**src/rtl/stack_cpu_param.sv**
```systemverilog
// Multicycle stack-machine controller: 4-bit opcodes, external stack, carry flag, sticky faults.
// Define STACK_CPU_JC_EN to enable opcode 9 (JC, jump on carry); otherwise opcode 9 is illegal.
module stack_cpu_param #(
    parameter int DATA_W = 8,
    parameter int ADDR_W = 8
) (
    input  logic              clk,
    input  logic              reset,
    input  logic              halt_n,
    output logic [ADDR_W-1:0] mem_addr,
    input  logic [DATA_W-1:0] mem_rdata,
    output logic [DATA_W-1:0] mem_wdata,
    output logic              mem_we,
    input  logic [DATA_W-1:0] stk_rdata,
    output logic [DATA_W-1:0] stk_wdata,
    output logic              stk_push,
    output logic              stk_pop,
    input  logic              stk_full,
    input  logic              stk_empty,
    output logic [2:0]        flags,
    output logic              halted,
    output logic              fault,
    output logic [1:0]        fault_code
);

    typedef enum logic [3:0] {
        S_FETCH, S_ARG, S_MREAD, S_PUSHW, S_POPW, S_JMP,
        S_ALU_A, S_ALU_B, S_ALU_W, S_HALTED, S_FAULT
    } state_t;

    localparam logic [3:0] OP_PUSHC = 4'd0;
    localparam logic [3:0] OP_PUSH  = 4'd1;
    localparam logic [3:0] OP_POP   = 4'd2;
    localparam logic [3:0] OP_JUMP  = 4'd3;
    localparam logic [3:0] OP_JZ    = 4'd4;
    localparam logic [3:0] OP_JS    = 4'd5;
    localparam logic [3:0] OP_ADD   = 4'd6;
    localparam logic [3:0] OP_SUB   = 4'd7;
    localparam logic [3:0] OP_HALT  = 4'd8;
`ifdef STACK_CPU_JC_EN
    localparam logic [3:0] OP_JC    = 4'd9;
`endif
    localparam logic [ADDR_W-1:0] PC_ONE = 1;

    state_t              state, state_n;
    logic [ADDR_W-1:0]   pc, pc_n;
    logic [3:0]          op, op_n;
    logic [DATA_W-1:0]   opnd, opnd_n, data_r, data_n, a_r, a_n, b_r, b_n;
    logic [2:0]          flags_r, flags_n;
    logic [1:0]          fcode, fcode_n;
    logic                push_c, pop_c, we_c;
    logic [DATA_W:0]     sum;

    // Top bit of sum is carry-out for ADD and borrow for SUB.
    always_comb begin
        if (op == OP_SUB) sum = {1'b0, b_r} - {1'b0, a_r};
        else              sum = {1'b0, b_r} + {1'b0, a_r};
    end

    always_comb begin
        state_n   = state;
        pc_n      = pc;
        op_n      = op;
        opnd_n    = opnd;
        data_n    = data_r;
        a_n       = a_r;
        b_n       = b_r;
        flags_n   = flags_r;
        fcode_n   = fcode;
        mem_addr  = pc;
        mem_wdata = '0;
        stk_wdata = '0;
        push_c    = 1'b0;
        pop_c     = 1'b0;
        we_c      = 1'b0;
        case (state)
            S_FETCH: begin
                op_n = mem_rdata[3:0];
                pc_n = pc + PC_ONE;
                case (mem_rdata[3:0])
                    OP_PUSHC, OP_PUSH, OP_POP: state_n = S_ARG;
                    OP_JUMP:                   state_n = S_JMP;
                    OP_JZ:                     state_n = flags_r[0] ? S_JMP : S_FETCH;
                    OP_JS:                     state_n = flags_r[1] ? S_JMP : S_FETCH;
                    OP_ADD, OP_SUB:            state_n = S_ALU_A;
                    OP_HALT:                   state_n = S_HALTED;
`ifdef STACK_CPU_JC_EN
                    OP_JC:                     state_n = flags_r[2] ? S_JMP : S_FETCH;
`endif
                    default: begin
                        state_n = S_FAULT;
                        fcode_n = 2'd3;
                    end
                endcase
            end
            S_ARG: begin
                opnd_n = mem_rdata;
                data_n = mem_rdata;
                pc_n   = pc + PC_ONE;
                if (op == OP_PUSHC)     state_n = S_PUSHW;
                else if (op == OP_PUSH) state_n = S_MREAD;
                else                    state_n = S_POPW;
            end
            S_MREAD: begin
                mem_addr = opnd[ADDR_W-1:0];
                data_n   = mem_rdata;
                state_n  = S_PUSHW;
            end
            S_PUSHW: begin
                if (stk_full) begin
                    state_n = S_FAULT;
                    fcode_n = 2'd1;
                end else begin
                    push_c    = 1'b1;
                    stk_wdata = data_r;
                    state_n   = S_FETCH;
                end
            end
            S_POPW: begin
                mem_addr = opnd[ADDR_W-1:0];
                if (stk_empty) begin
                    state_n = S_FAULT;
                    fcode_n = 2'd2;
                end else begin
                    pop_c     = 1'b1;
                    we_c      = 1'b1;
                    mem_wdata = stk_rdata;
                    state_n   = S_FETCH;
                end
            end
            S_JMP, S_ALU_A, S_ALU_B: begin
                if (stk_empty) begin
                    state_n = S_FAULT;
                    fcode_n = 2'd2;
                end else begin
                    pop_c = 1'b1;
                    case (state)
                        S_JMP:   begin pc_n = stk_rdata[ADDR_W-1:0]; state_n = S_FETCH; end
                        S_ALU_A: begin a_n = stk_rdata; state_n = S_ALU_B; end
                        default: begin b_n = stk_rdata; state_n = S_ALU_W; end
                    endcase
                end
            end
            S_ALU_W: begin
                push_c    = 1'b1;
                stk_wdata = sum[DATA_W-1:0];
                flags_n   = {sum[DATA_W], sum[DATA_W-1], sum[DATA_W-1:0] == '0};
                state_n   = S_FETCH;
            end
            default: state_n = state;
        endcase
    end

    // Strobes are suppressed while stalled and on the reset cycle.
    assign stk_push   = push_c & halt_n & ~reset;
    assign stk_pop    = pop_c  & halt_n & ~reset;
    assign mem_we     = we_c   & halt_n & ~reset;
    assign flags      = flags_r;
    assign halted     = (state == S_HALTED);
    assign fault      = (state == S_FAULT);
    assign fault_code = fcode;

    always_ff @(posedge clk) begin
        if (reset) begin
            state   <= S_FETCH;
            pc      <= '0;
            op      <= '0;
            opnd    <= '0;
            data_r  <= '0;
            a_r     <= '0;
            b_r     <= '0;
            flags_r <= '0;
            fcode   <= '0;
        end else if (halt_n) begin
            state   <= state_n;
            pc      <= pc_n;
            op      <= op_n;
            opnd    <= opnd_n;
            data_r  <= data_n;
            a_r     <= a_n;
            b_r     <= b_n;
            flags_r <= flags_n;
            fcode   <= fcode_n;
        end
    end

endmodule
```
**config.mk**
```make
export PLATFORM = sky130hd
export DESIGN_NAME = stack_cpu_param
export DESIGN_NICKNAME = d
export VERILOG_FILES = /design/src/rtl/stack_cpu_param.sv
export SDC_FILE = /design/constraint.sdc
export NUM_CORES = 1
export LEC_CHECK = 0
export ABC_AREA = 0
export BUFFER_PORTS_ARGS = -buffer_cell sky130_fd_sc_hd__buf_2
export CAP_MARGIN = 10
export CORE_MARGIN = 2
export CORE_UTILIZATION = 40
export CTS_CLUSTER_SIZE = 20
export DETAILED_ROUTE_END_ITERATION = 7
export GPL_TIMING_DRIVEN = 0
export PLACE_DENSITY = 0.64
export SLEW_MARGIN = 20
export SYNTH_ARGS = -nofsm -noshare
export SYNTH_HDL_FRONTEND = slang
export SYNTH_SLANG_ARGS = --single-unit
export TNS_END_PERCENT = 50
```
**constraint.sdc**
```tcl
create_clock -name clk -period 6.2 [get_ports clk]
set_input_delay 0.62 -clock clk [delete_from_list [all_inputs] [get_ports clk]]
set_output_delay 0.62 -clock clk [all_outputs]
set_load 0.02 [all_outputs]
```
==> results.yml <==
clock_tree:
  post_cts_clock_slew_at_the_launch_and_capture_registers_of_the_worst_setup_and_hold_paths_ns: 0.11
  clock-root-buffer: "clkbuf_8"
  cts.sink_count: 53
  cts_hold_buffers: 0
  cts_buffer_depth: 2
  post_cts.repair.setup_buffers: 0
  clock_tree_from_tritoncts: "done"
  ctsResizeCount: 0
  h-tree-depth: 2
  worst_skew_pair.late_latency_ns: 0.32
  cts_inserted_buffers: 5
floorplanning:
  core_area_sq_mm: 0.00809
  placement_rows: 33
  chipWidth_microns: 94.8
  initial_utilization_pct: 40.8
  die_h_microns: 94.8
  die_area_sq_mm: 0.00899
  top_level_ports: 55
power:
  netSwitchingPower_uw: 326
  sw_frac_of_total_pct: 36.8
  worst_ir_drop_vdd_mv: 0.100
  clock_power_share_pct: 23.0
  p_leak_nw: 1.70
  share_comb_of_total_power_pct: 33.8
  intPower_uw: 560
  sequentialPowerShare_pct: 43.2
  power_density_mw_per_mm2: 234
  final_power_uw: 886
finish:
  antenna-diode-count: 0
  fillers: 858
  sequential_cell_area_sq_mm: 0.00106
  final_nets: 498
  combined_area_of_the_multi_input_logic_cells_sq_mm: 0.00211
  post_layout_nonfiller_instances: 572
  ratio_of_cells_with_drive_above_1_in_the_final_layout_pct: 19.5
  final_core_utilization_pct: 46.8
  area_growth_pct: 14.8
worst_setup_path:
  criticalPathCategory: "reg -> out"
  required_time_worst_endpoint_ns: 5.58
  critical_path_peak_fanout: 9
  worstPathArrival_ns: 3.14
  endpoint_kind: "primary output"
  category_of_the_worst_setup_path_launch_point: "register"
global_route:
  grt_antenna_before_repair: 0
  globalRouteMet1Util_pct: 28.0
  grt-ovfl-total: 0
  global_route_wire_length_before_repair_microns: 14900
  pin_count_of_the_biggest_net_entering_global_routing: 17
  first_global_vias: 3023
  groute.usage.overall_pct: 21.5
  grt-busiest-layer: "met2"
  global_route_met3_utilization_pct: 3.03
  grt_use_met2_pct: 36.2
timing:
  setup_repair_after_global_routing_missed_its_margin: "false"
  timing.hold.ws_ns: 0.507
  fin_worst_skew_ns: 0.0101
  fmax_mhz: 266
  hold_viol_final: 0
  layout_min_cycle_time_ns: 3.76
  fin_crit_sh_pct: 60.7
  worst_max_slew_margin_expressed_relative_to_the_limit_pct: 42.7
  count_of_pins_over_their_slew_limit: 0
  tightestPinTransition_ns: 0.852
  timing.final.setup_violations: 0
  finalSetupTns_ns: 0
logic_synthesis:
  synth-seq-cells: 53
  synth-seq-area-share_pct: 32.2
  synth-edff-count: 0
  yosys.cell_count.top_type: "nor2_1"
  async_reset_ff_share_pct: 0
  netlist_top_cells_area: "dfxtp_1 (32%), mux2i_1 (11%), nor2_1 (7.3%)"
  synth.top_cell.area_share_pct: 32.2
  post_synth.cell_area_avg_sq_um: 8.14
  ys_top_cells_by_count: "nor2_1 (64), dfxtp_1 (53), nand2_1 (40)"
  post_synth_instance_area_sq_mm: 0.00330
  synth_top_flop_cell: "dfxtp_1"
  netlist.top_cell.by_area: "dfxtp_1"
  yosysWarnings: 0
  yosys.cell_types.count: 60
  mappedNetlistNets: 437
  synthesis.instances: 405
min_path:
  worstHoldPathType: "reg -> reg"
detailed_routing:
  totalWireLength_microns: 9270
  routed-via-count: 3132
  detail_route.vias_per_cell: 5.48
  drtPass1Iterations: 6
  routed_wire_length_per_instance_microns: 16.2
  dr.first_iter.drc_count: 188
  remaining_drc_errors: 0
  route.antenna.remaining_nets: 0
place:
  gpl.final_weighted_congestion: 1.01
  count_of_buffers_from_port_buffering: 54
  dpl.hpwl_microns: 7160
  placedCellCount: 564
run_status:
  run_status: "finished clean"
flow_run:
  max-cap-violations: 0
[per-stage QoR]
stage	area, sq um	setup slack [ns]
floorplan	3300	3.13
global placement	3700	2.83
detailed placement	3700	2.81
CTS	3790	2.45
global route	3790	2.28
finish	3790	2.44
[state kept, by name, indices dropped and copies added (netlist names)]
signal / flops
pc: 8
op: 4
flags: 3
b_r: 8
fault_code: 2
state: 4
opnd: 8
data_r: 8
a_r: 8
[critical path, cell delays in order, from the launching register on]
cell,delay [ns]
dfxtp_1,0.33
nand4b_1,0.45
nor2b_1,0.30
xnor2_1,0.13
ha_1,0.33
nor2b_4,0.15
o31a_1,0.27
o21a_1,0.18
nor2_1,0.13
xnor2_1,0.18
a22o_1,0.21
buf_2,0.17
[power groups by stage]
stage	sequential [mW]	combinational (mW)	clock, mW
5_1_grt	0.386	0.327	0.222
2_1_floorplan	0.389	0.216	0
6_report	0.383	0.299	0.204
4_1_cts	0.383	0.296	0.205
3_3_place_gp	0.390	0.291	0
3_5_place_dp	0.391	0.295	0
[layout make-up]
| cell class | instances | area share, % |
|---|---|---|
| Buffer | 24 | 2.84 |
| Clock buffer | 6 | 1.92 |
| Clock inverter | 2 | 0.364 |
| Inverter | 5 | 0.496 |
| Multi-Input combinational cell | 323 | 55.8 |
| Sequential cell | 53 | 28.0 |
| Tap cell | 105 | 3.47 |
| Timing Repair Buffer | 54 | 7.14 |
[cells in the final DEF (no fill, tap or decap), types with 5 or more instances in the layout]
| cell type | Yosys | final |
|---|---|---|
| nor2_1 | 64 | 64 |
| xor2_1 | 8 | 8 |
| nor3_1 | 7 | 7 |
| a211oi_1 | 7 | 7 |
| inv_1 | 5 | 5 |
| clkbuf_8 | 0 | 5 |
| buf_2 | 14 | 68 |
| ha_1 | 10 | 10 |
| o21ai_0 | 21 | 21 |
| dfxtp_1 | 53 | 53 |
| nor2b_1 | 5 | 5 |
| mux2_2 | 8 | 8 |
| nand2b_1 | 7 | 7 |
| and2_1 | 9 | 9 |
| mux2i_1 | 37 | 37 |
| clkbuf_1 | 10 | 11 |
| a21oi_1 | 18 | 18 |
| nand3_1 | 7 | 7 |
| xnor2_1 | 5 | 5 |
| nand2_1 | 40 | 40 |
| or3_1 | 6 | 6 |
[worst paths after layout]
kind / startpoint / to / slack (ns) / cells past startpoint
worst max-delay path: op[3] / stk_wdata[6] / 2.44 / 11
worst min-delay path: flags[2] / flags[2] / 0.51 / 2
worst max register to register: op[3] / flags[2] / 3.24 / 10
worst min register to register: flags[2] / flags[2] / 0.51 / 2
[routing by layer]
metal / part of all wire (%) / vias up
met5: 0 / -
met1: 47 / 1473
met2: 46 / 97
met3: 4.6 / 12
met4: 2.1 / 0
li1: - / 1550
[logic make-up after synthesis]
family          Yosys count  share of synthesized area, %
simple gates            172                          25.9
compound gates           81                          16.0
flops                    53                          32.2
mux                      45                          14.0
buf+inv                  29                          3.83
xor+xnor                 13                          3.45
fa+ha+maj                12                          4.70
Power figures use the tool's default switching activity.
